$ cat src/rtl/fetch_ctrl_if.sv
// Instruction-memory request/response bus, execute redirect and IF/ID handshake
// bundled for the fetch sequencer; master is the fetch side, slave the environment.
interface fetch_ctrl_if;
  logic        imem_req_o;
  logic [63:0] imem_addr_o;
  logic        imem_gnt_i;
  logic        imem_rvalid_i;
  logic [31:0] imem_rdata_i;
  logic        redirect_i;
  logic [63:0] redirect_pc_i;
  logic        valid_o;
  logic        ready_i;
  logic [31:0] instruction_o;
  logic [63:0] PC_o;
  logic        flush_o;

  modport master (
    output imem_req_o, imem_addr_o, valid_o, instruction_o, PC_o, flush_o,
    input  imem_gnt_i, imem_rvalid_i, imem_rdata_i, redirect_i, redirect_pc_i, ready_i
  );

  modport slave (
    input  imem_req_o, imem_addr_o, valid_o, instruction_o, PC_o, flush_o,
    output imem_gnt_i, imem_rvalid_i, imem_rdata_i, redirect_i, redirect_pc_i, ready_i
  );
endinterface

$ cat src/rtl/fetch_ctrl.sv
// Instruction-fetch sequencer: owns the PC, fetches one instruction at a time over
// req/gnt/rvalid and hands it to the IF/ID register; redirects flush and drop stale data.
module fetch_ctrl #(
  parameter logic [63:0] ResetPC = 64'h0000_0000_0000_0000,
  parameter int          PcStep  = 4
) (
  input  logic         clk_i,
  input  logic         reset_i,
  fetch_ctrl_if.master bus
);

  typedef enum logic [1:0] {FETCH, WAIT, HOLD, DROP} state_t;

  state_t      r_state;
  state_t      w_state_next;
  logic [63:0] r_pc;
  logic [63:0] r_pc_out;
  logic [31:0] r_instr;
  logic        w_capture;

  always_comb begin
    w_state_next = r_state;
    w_capture    = 1'b0;
    case (r_state)
      FETCH: begin
        if (bus.imem_gnt_i) w_state_next = bus.redirect_i ? DROP : WAIT;
      end
      WAIT: begin
        if (bus.imem_rvalid_i) begin
          w_state_next = bus.redirect_i ? FETCH : HOLD;
          w_capture    = !bus.redirect_i;
        end else if (bus.redirect_i) begin
          w_state_next = DROP;
        end
      end
      HOLD: begin
        if (bus.redirect_i || bus.ready_i) w_state_next = FETCH;
      end
      DROP: begin
        // Stale response is swallowed here; the new target is already in r_pc.
        if (bus.imem_rvalid_i) w_state_next = FETCH;
      end
      default: w_state_next = FETCH;
    endcase
  end

  // Reset holds the FSM in FETCH, so the request/flush are masked while it is high.
  assign bus.imem_req_o    = (r_state == FETCH) && !reset_i;
  assign bus.imem_addr_o   = r_pc;
  assign bus.valid_o       = (r_state == HOLD) && !bus.redirect_i && !reset_i;
  assign bus.flush_o       = bus.redirect_i && !reset_i;
  assign bus.instruction_o = r_instr;
  assign bus.PC_o          = r_pc_out;

  always_ff @(posedge clk_i or posedge reset_i) begin
    if (reset_i) begin
      r_state  <= FETCH;
      r_pc     <= ResetPC;
      r_pc_out <= 64'h0;
      r_instr  <= 32'h0000_0013;
    end else begin
      r_state <= w_state_next;
      if (bus.redirect_i) begin
        r_pc <= bus.redirect_pc_i & ~64'h3;
      end else if (w_capture) begin
        r_pc <= r_pc + 64'(PcStep);
      end
      if (w_capture) begin
        r_instr  <= bus.imem_rdata_i;
        r_pc_out <= r_pc;
      end
    end
  end

endmodule
$ cat src/flat_wrapper.sv
// flat-port wrapper written by rule: the top's interface ports become plain ports
module fetch_ctrl_flat 
#(
  parameter logic [63:0] ResetPC = 64'h0000_0000_0000_0000,
  parameter int          PcStep  = 4
)
  (clk_i, reset_i, bus_imem_req_o, bus_imem_addr_o, bus_valid_o, bus_instruction_o, bus_PC_o, bus_flush_o, bus_imem_gnt_i, bus_imem_rvalid_i, bus_imem_rdata_i, bus_redirect_i, bus_redirect_pc_i, bus_ready_i);
  fetch_ctrl_if bus_i ();
  input  logic clk_i;
  input  logic reset_i;
  output wire logic [$bits(bus_i.imem_req_o)-1:0] bus_imem_req_o;
  output wire logic [$bits(bus_i.imem_addr_o)-1:0] bus_imem_addr_o;
  output wire logic [$bits(bus_i.valid_o)-1:0] bus_valid_o;
  output wire logic [$bits(bus_i.instruction_o)-1:0] bus_instruction_o;
  output wire logic [$bits(bus_i.PC_o)-1:0] bus_PC_o;
  output wire logic [$bits(bus_i.flush_o)-1:0] bus_flush_o;
  input wire logic [$bits(bus_i.imem_gnt_i)-1:0] bus_imem_gnt_i;
  input wire logic [$bits(bus_i.imem_rvalid_i)-1:0] bus_imem_rvalid_i;
  input wire logic [$bits(bus_i.imem_rdata_i)-1:0] bus_imem_rdata_i;
  input wire logic [$bits(bus_i.redirect_i)-1:0] bus_redirect_i;
  input wire logic [$bits(bus_i.redirect_pc_i)-1:0] bus_redirect_pc_i;
  input wire logic [$bits(bus_i.ready_i)-1:0] bus_ready_i;
  assign bus_imem_req_o = bus_i.imem_req_o;
  assign bus_imem_addr_o = bus_i.imem_addr_o;
  assign bus_valid_o = bus_i.valid_o;
  assign bus_instruction_o = bus_i.instruction_o;
  assign bus_PC_o = bus_i.PC_o;
  assign bus_flush_o = bus_i.flush_o;
  assign bus_i.imem_gnt_i = bus_imem_gnt_i;
  assign bus_i.imem_rvalid_i = bus_imem_rvalid_i;
  assign bus_i.imem_rdata_i = bus_imem_rdata_i;
  assign bus_i.redirect_i = bus_redirect_i;
  assign bus_i.redirect_pc_i = bus_redirect_pc_i;
  assign bus_i.ready_i = bus_ready_i;
  fetch_ctrl #(.ResetPC(ResetPC), .PcStep(PcStep)) u_core (.clk_i(clk_i), .reset_i(reset_i), .bus(bus_i));
endmodule
$ cat config.mk
export PLATFORM = sky130hd
export DESIGN_NAME = fetch_ctrl_flat
export DESIGN_NICKNAME = d
export VERILOG_FILES = /design/src/rtl/fetch_ctrl_if.sv /design/src/rtl/fetch_ctrl.sv /design/src/flat_wrapper.sv
export SDC_FILE = /design/constraint.sdc
export NUM_CORES = 1
export LEC_CHECK = 0
export ABC_AREA = 1
export ABC_CLOCK_PERIOD_IN_PS = 5200
export CORE_MARGIN = 2
export CORE_UTILIZATION = 58
export CTS_BUF_LIST = sky130_fd_sc_hd__clkbuf_16
export DETAILED_ROUTE_END_ITERATION = 10
export DONT_BUFFER_PORTS = 1
export PLACE_DENSITY = 0.74
export SLEW_MARGIN = 20
export SYNTH_ARGS = -nofsm -noshare
export SYNTH_HDL_FRONTEND = slang
export SYNTH_SLANG_ARGS = --single-unit
$ cat constraint.sdc
create_clock -name clk_i -period 5.2 [get_ports clk_i]
set_clock_uncertainty 0.15 [all_clocks]
set_input_delay 0.52 -clock clk_i [delete_from_list [all_inputs] [get_ports clk_i]]
set_output_delay 0.52 -clock clk_i [all_outputs]
set_load 0.05 [all_outputs]
==> results.rst <==
.. list-table::
   :header-rows: 1

   * - Metric
     - Value
   * - Clk pin slew, worst setup/hold paths
     - 60 ps
   * - Final worst setup slack
     - 2310 ps
   * - Internal power
     - 2.70 mW
   * - Result of the run
     - completed
   * - Source-to-sink clock delay at the later pin of the worst-skew pair
     - 440 ps
   * - H-tree depth
     - 4
   * - Total inserted antenna cells
     - 0
   * - Count of endpoints failing hold in the final timing report
     - 0
   * - Via density
     - 5.77
   * - Sinks on Clock Net
     - 158
   * - Tmin final
     - 2890 ps
   * - Most common library cell in the layout ignoring fill and taps
     - sky130_fd_sc_hd__nand2_1
   * - Clock tree from TritonCTS
     - built
   * - Number of antenna violations at the first check in global routing
     - 0
   * - Pin count of the biggest net entering global routing
     - 115
   * - Worst r2r path cells
     - 10
   * - Share of the cycle needed by the critical path after routing
     - 55.5%
   * - Setup Slack @ Placement
     - 2170 ps
   * - Setup CP Type
     - flip-flop to flip-flop
   * - Number of rows in the core area
     - 44
   * - Grt total ovfl
     - 0
   * - Standby leakage power
     - 4.42 nW
   * - Switching power total
     - 3.27 mW
   * - Bufs on Longest Clock Path
     - 2
   * - Post-Syn Area
     - 8530 um^2
   * - Postcts setup bufs
     - 0
   * - Sequential cell area in the final layout
     - 3960 um^2
   * - Antenna Nets Post-Route
     - 0
   * - 1st-pass router iterations
     - 9
   * - Root Driver
     - sky130_fd_sc_hd__clkbuf_16
   * - Horizontal die dimension
     - 125 um
   * - Commonest cells after routing, fill and taps aside
     - 456 x sky130_fd_sc_hd__nand2_1, 181 x sky130_fd_sc_hd__nor2_1, 155 x sky130_fd_sc_hd__dfrtp_1
   * - Power share of the sequential group
     - 63.2%
   * - Count of hold buffers inserted by post-cts repair
     - 0
   * - Vias in the first global route
     - 7478
   * - Nature of the critical path startpoint
     - flip-flop
   * - Layout Area Growth over Synthesis
     - 7.52%
   * - Summed negative setup slack over all endpoints
     - 0 ps
   * - #FFs+latches synth
     - 158
   * - Inst Count DP
     - 1345
   * - Post-place instance area
     - 8610 um^2
   * - Mean routed wirelength per cell
     - 18.5 um
   * - Min-Delay Path Class
     - primary input to async pin
   * - Post-route non-filler standard cell count
     - 1377
   * - I/O pin total
     - 265
   * - Quantity of I/O buffers inserted on ports
     - 0
   * - Reg2reg end
     - u_core.bus.imem_addr_o[54]
   * - Count of different cell masters after synthesis
     - 40
   * - TritonCTS Buffers
     - 17
   * - Placer congestion estimate
     - 0.948
   * - Startpoint of the most critical register-to-register path
     - u_core.bus.imem_addr_o[3]
   * - Maximum clock rate
     - 347 MHz
   * - Total die area
     - 15700 um^2
   * - Filler cell count
     - 1337
   * - Slew Viols, Final
     - 0
   * - Cell count after synthesis
     - 1201
   * - Net count reported at finish
     - 1283
   * - Share of total power consumed by net switching
     - 54.8%
   * - Worst IR Drop VDD
     - 0.402 mV
   * - Number of maximum-capacitance constraint violations
     - 0
   * - Final core utilization
     - 63.4%
   * - Final design instance area without fill
     - 9170 um^2
   * - Power density of the placed cells
     - 651 nW/um^2
   * - Kind of end point of the critical path
     - flip-flop
   * - Setup repair after global routing missed its margin
     - false
   * - Floorplan die height
     - 125 um
   * - Transition time of the tightest slew-check pin
     - 982 ps
   * - Wire length of the first global-routing pass
     - 40400 um
   * - Fraction of final layout cells with drive strength greater than 1
     - 6.87%
   * - Final HPWL from detailed placement
     - 18300 um
   * - Setup Viol. Count Final
     - 0
   * - Synthesized area per cell
     - 7.10 um^2
   * - DRC errors left
     - 0
   * - Tightest slew margin relative to the limit
     - 34.5%
   * - Total chip power
     - 5.97 mW
   * - FF-to-FF setup slack
     - 2310 ps
   * - Maximum net fanout on the critical path
     - 12
   * - Initial core utilization
     - 58.9%
   * - CP required
     - 5380 ps
   * - Comb pwr share
     - 16.6%
   * - Count of routing violations after the opening detailed-route iteration
     - 739
   * - Total routing resource utilization after global routing
     - 33.0%
   * - Vias post-DR
     - 7939
   * - Share of total power in the clock network
     - 20.2%
   * - Worst hold slack
     - 28.7 ps
   * - Sequential element share of the synthesized area
     - 46.4%
   * - Core Footprint
     - 14500 um^2
   * - Count of instances resized after the clock tree is built
     - 0
   * - Data arrival at the endpoint of the critical path
     - 3070 ps
   * - Area occupied by multi-input gates
     - 4050 um^2
   * - Number of warning messages in the yosys log
     - 0
   * - Total routed wirelength
     - 25500 um
[layer usage]
layer  global-route usage [%]  routed length [um]  up-vias
met5                        0                   0        -
met4                     12.4                 732        0
met3                     11.6                3010       56
met2                     49.8               11400      456
met1                     44.2               10300     3678
li1                         -                   -     3749
[synth_stat cells (all sizes together)]
cell | n | area share (%)
nand3 | 58 | 3.6
xor2 | 6 | 0.62
nand3b | 3 | 0.26
o21bai | 3 | 0.26
inv | 85 | 3.7
nor3b | 1 | 0.088
or2 | 2 | 0.15
a211oi | 3 | 0.26
nand4 | 18 | 1.3
nand2 | 470 | 21
a31oi | 4 | 0.29
o21ai | 82 | 4.8
buf | 26 | 1.7
nor2 | 202 | 10
dfstp | 3 | 0.92
o21a | 2 | 0.18
o211ai | 6 | 0.53
o2111ai | 4 | 0.41
nor3 | 4 | 0.23
dfrtp | 155 | 45
a32o | 2 | 0.23
a21oi | 28 | 1.6
o311ai | 1 | 0.10
o22ai | 3 | 0.22
clkbuf | 24 | 1.1
xnor2 | 1 | 0.10
nor4 | 3 | 0.22
ha | 1 | 0.15
conb | 1 | 0.044
[cell type report]
| type | count | share of cell area, % |
|---|---|---|
| Multi-Input combinational cell | 911 | 44.1 |
| Sequential cell | 158 | 43.1 |
| Clock buffer | 17 | 4.64 |
| Inverter | 85 | 3.53 |
| Tap cell | 184 | 2.51 |
| Clock inverter | 15 | 1.46 |
| Timing Repair Buffer | 7 | 0.573 |
[worst max path at each step]
| stage | start | to | slack (ps) | cells past startpoint |
|---|---|---|---|---|
| 5_1_grt | u_core.r_state[0] | u_core.bus.instruction_o[29] | 2060 | 8 |
| 3_5_place_dp | bus_imem_rvalid_i | u_core.bus.instruction_o[18] | 2170 | 8 |
| 3_3_place_gp | bus_imem_rvalid_i | u_core.bus.PC_o[48] | 2210 | 8 |
| 4_1_cts | u_core.r_state[0] | u_core.bus.instruction_o[18] | 2300 | 8 |
| 2_1_floorplan | reset_i | u_core.bus.PC_o[10] | 270 | 1 |
| 6_report | u_core.bus.imem_addr_o[3] | u_core.bus.imem_addr_o[54] | 2310 | 10 |
[cell families (layout without fill, tap and decap cells)]
kind of cell | count (synthesis) | in the layout | share of synthesized area [%]
AO/OA/AOI/OAI | 138 | 138 | 8.95
adder cells (fa/ha/maj) | 1 | 1 | 0.147
AND/OR/NAND/NOR | 761 | 761 | 37.3
XOR/XNOR | 7 | 7 | 0.719
flip-flops | 158 | 158 | 46.4
other | 1 | 4 | 0.0440
buffers and inverters | 135 | 124 | 6.48
[worst max-delay path, cell delays in order, from the launching register on]
cell	delay, ps
sky130_fd_sc_hd__dfrtp_1	740
sky130_fd_sc_hd__ha_1	450
sky130_fd_sc_hd__inv_2	90
sky130_fd_sc_hd__nor2_4	160
sky130_fd_sc_hd__nand2_4	90
sky130_fd_sc_hd__nor2_4	380
sky130_fd_sc_hd__nand2_1	280
sky130_fd_sc_hd__o21ai_0	210
sky130_fd_sc_hd__nand3_1	80
sky130_fd_sc_hd__nand2_1	90
sky130_fd_sc_hd__nand2_1	40
[flip-flops by register name, indices dropped and copies added (netlist names)]
| register | flops |
|---|---|
| u_core.r_state | 2 |
| u_core.bus.PC_o | 62 |
| u_core.bus.instruction_o | 32 |
| u_core.bus.imem_addr_o | 62 |
[power by group through the flow]
stage	combinational [mW]	sequential, mW	clock (mW)
after floorplan	0.810	3.62	0
after global placement	0.950	3.79	0
after detailed placement	0.992	3.79	0
after CTS	0.991	3.78	1.21
after global routing	1.16	3.84	1.25
final	0.990	3.78	1.20
Power figures use the tool's default switching activity.
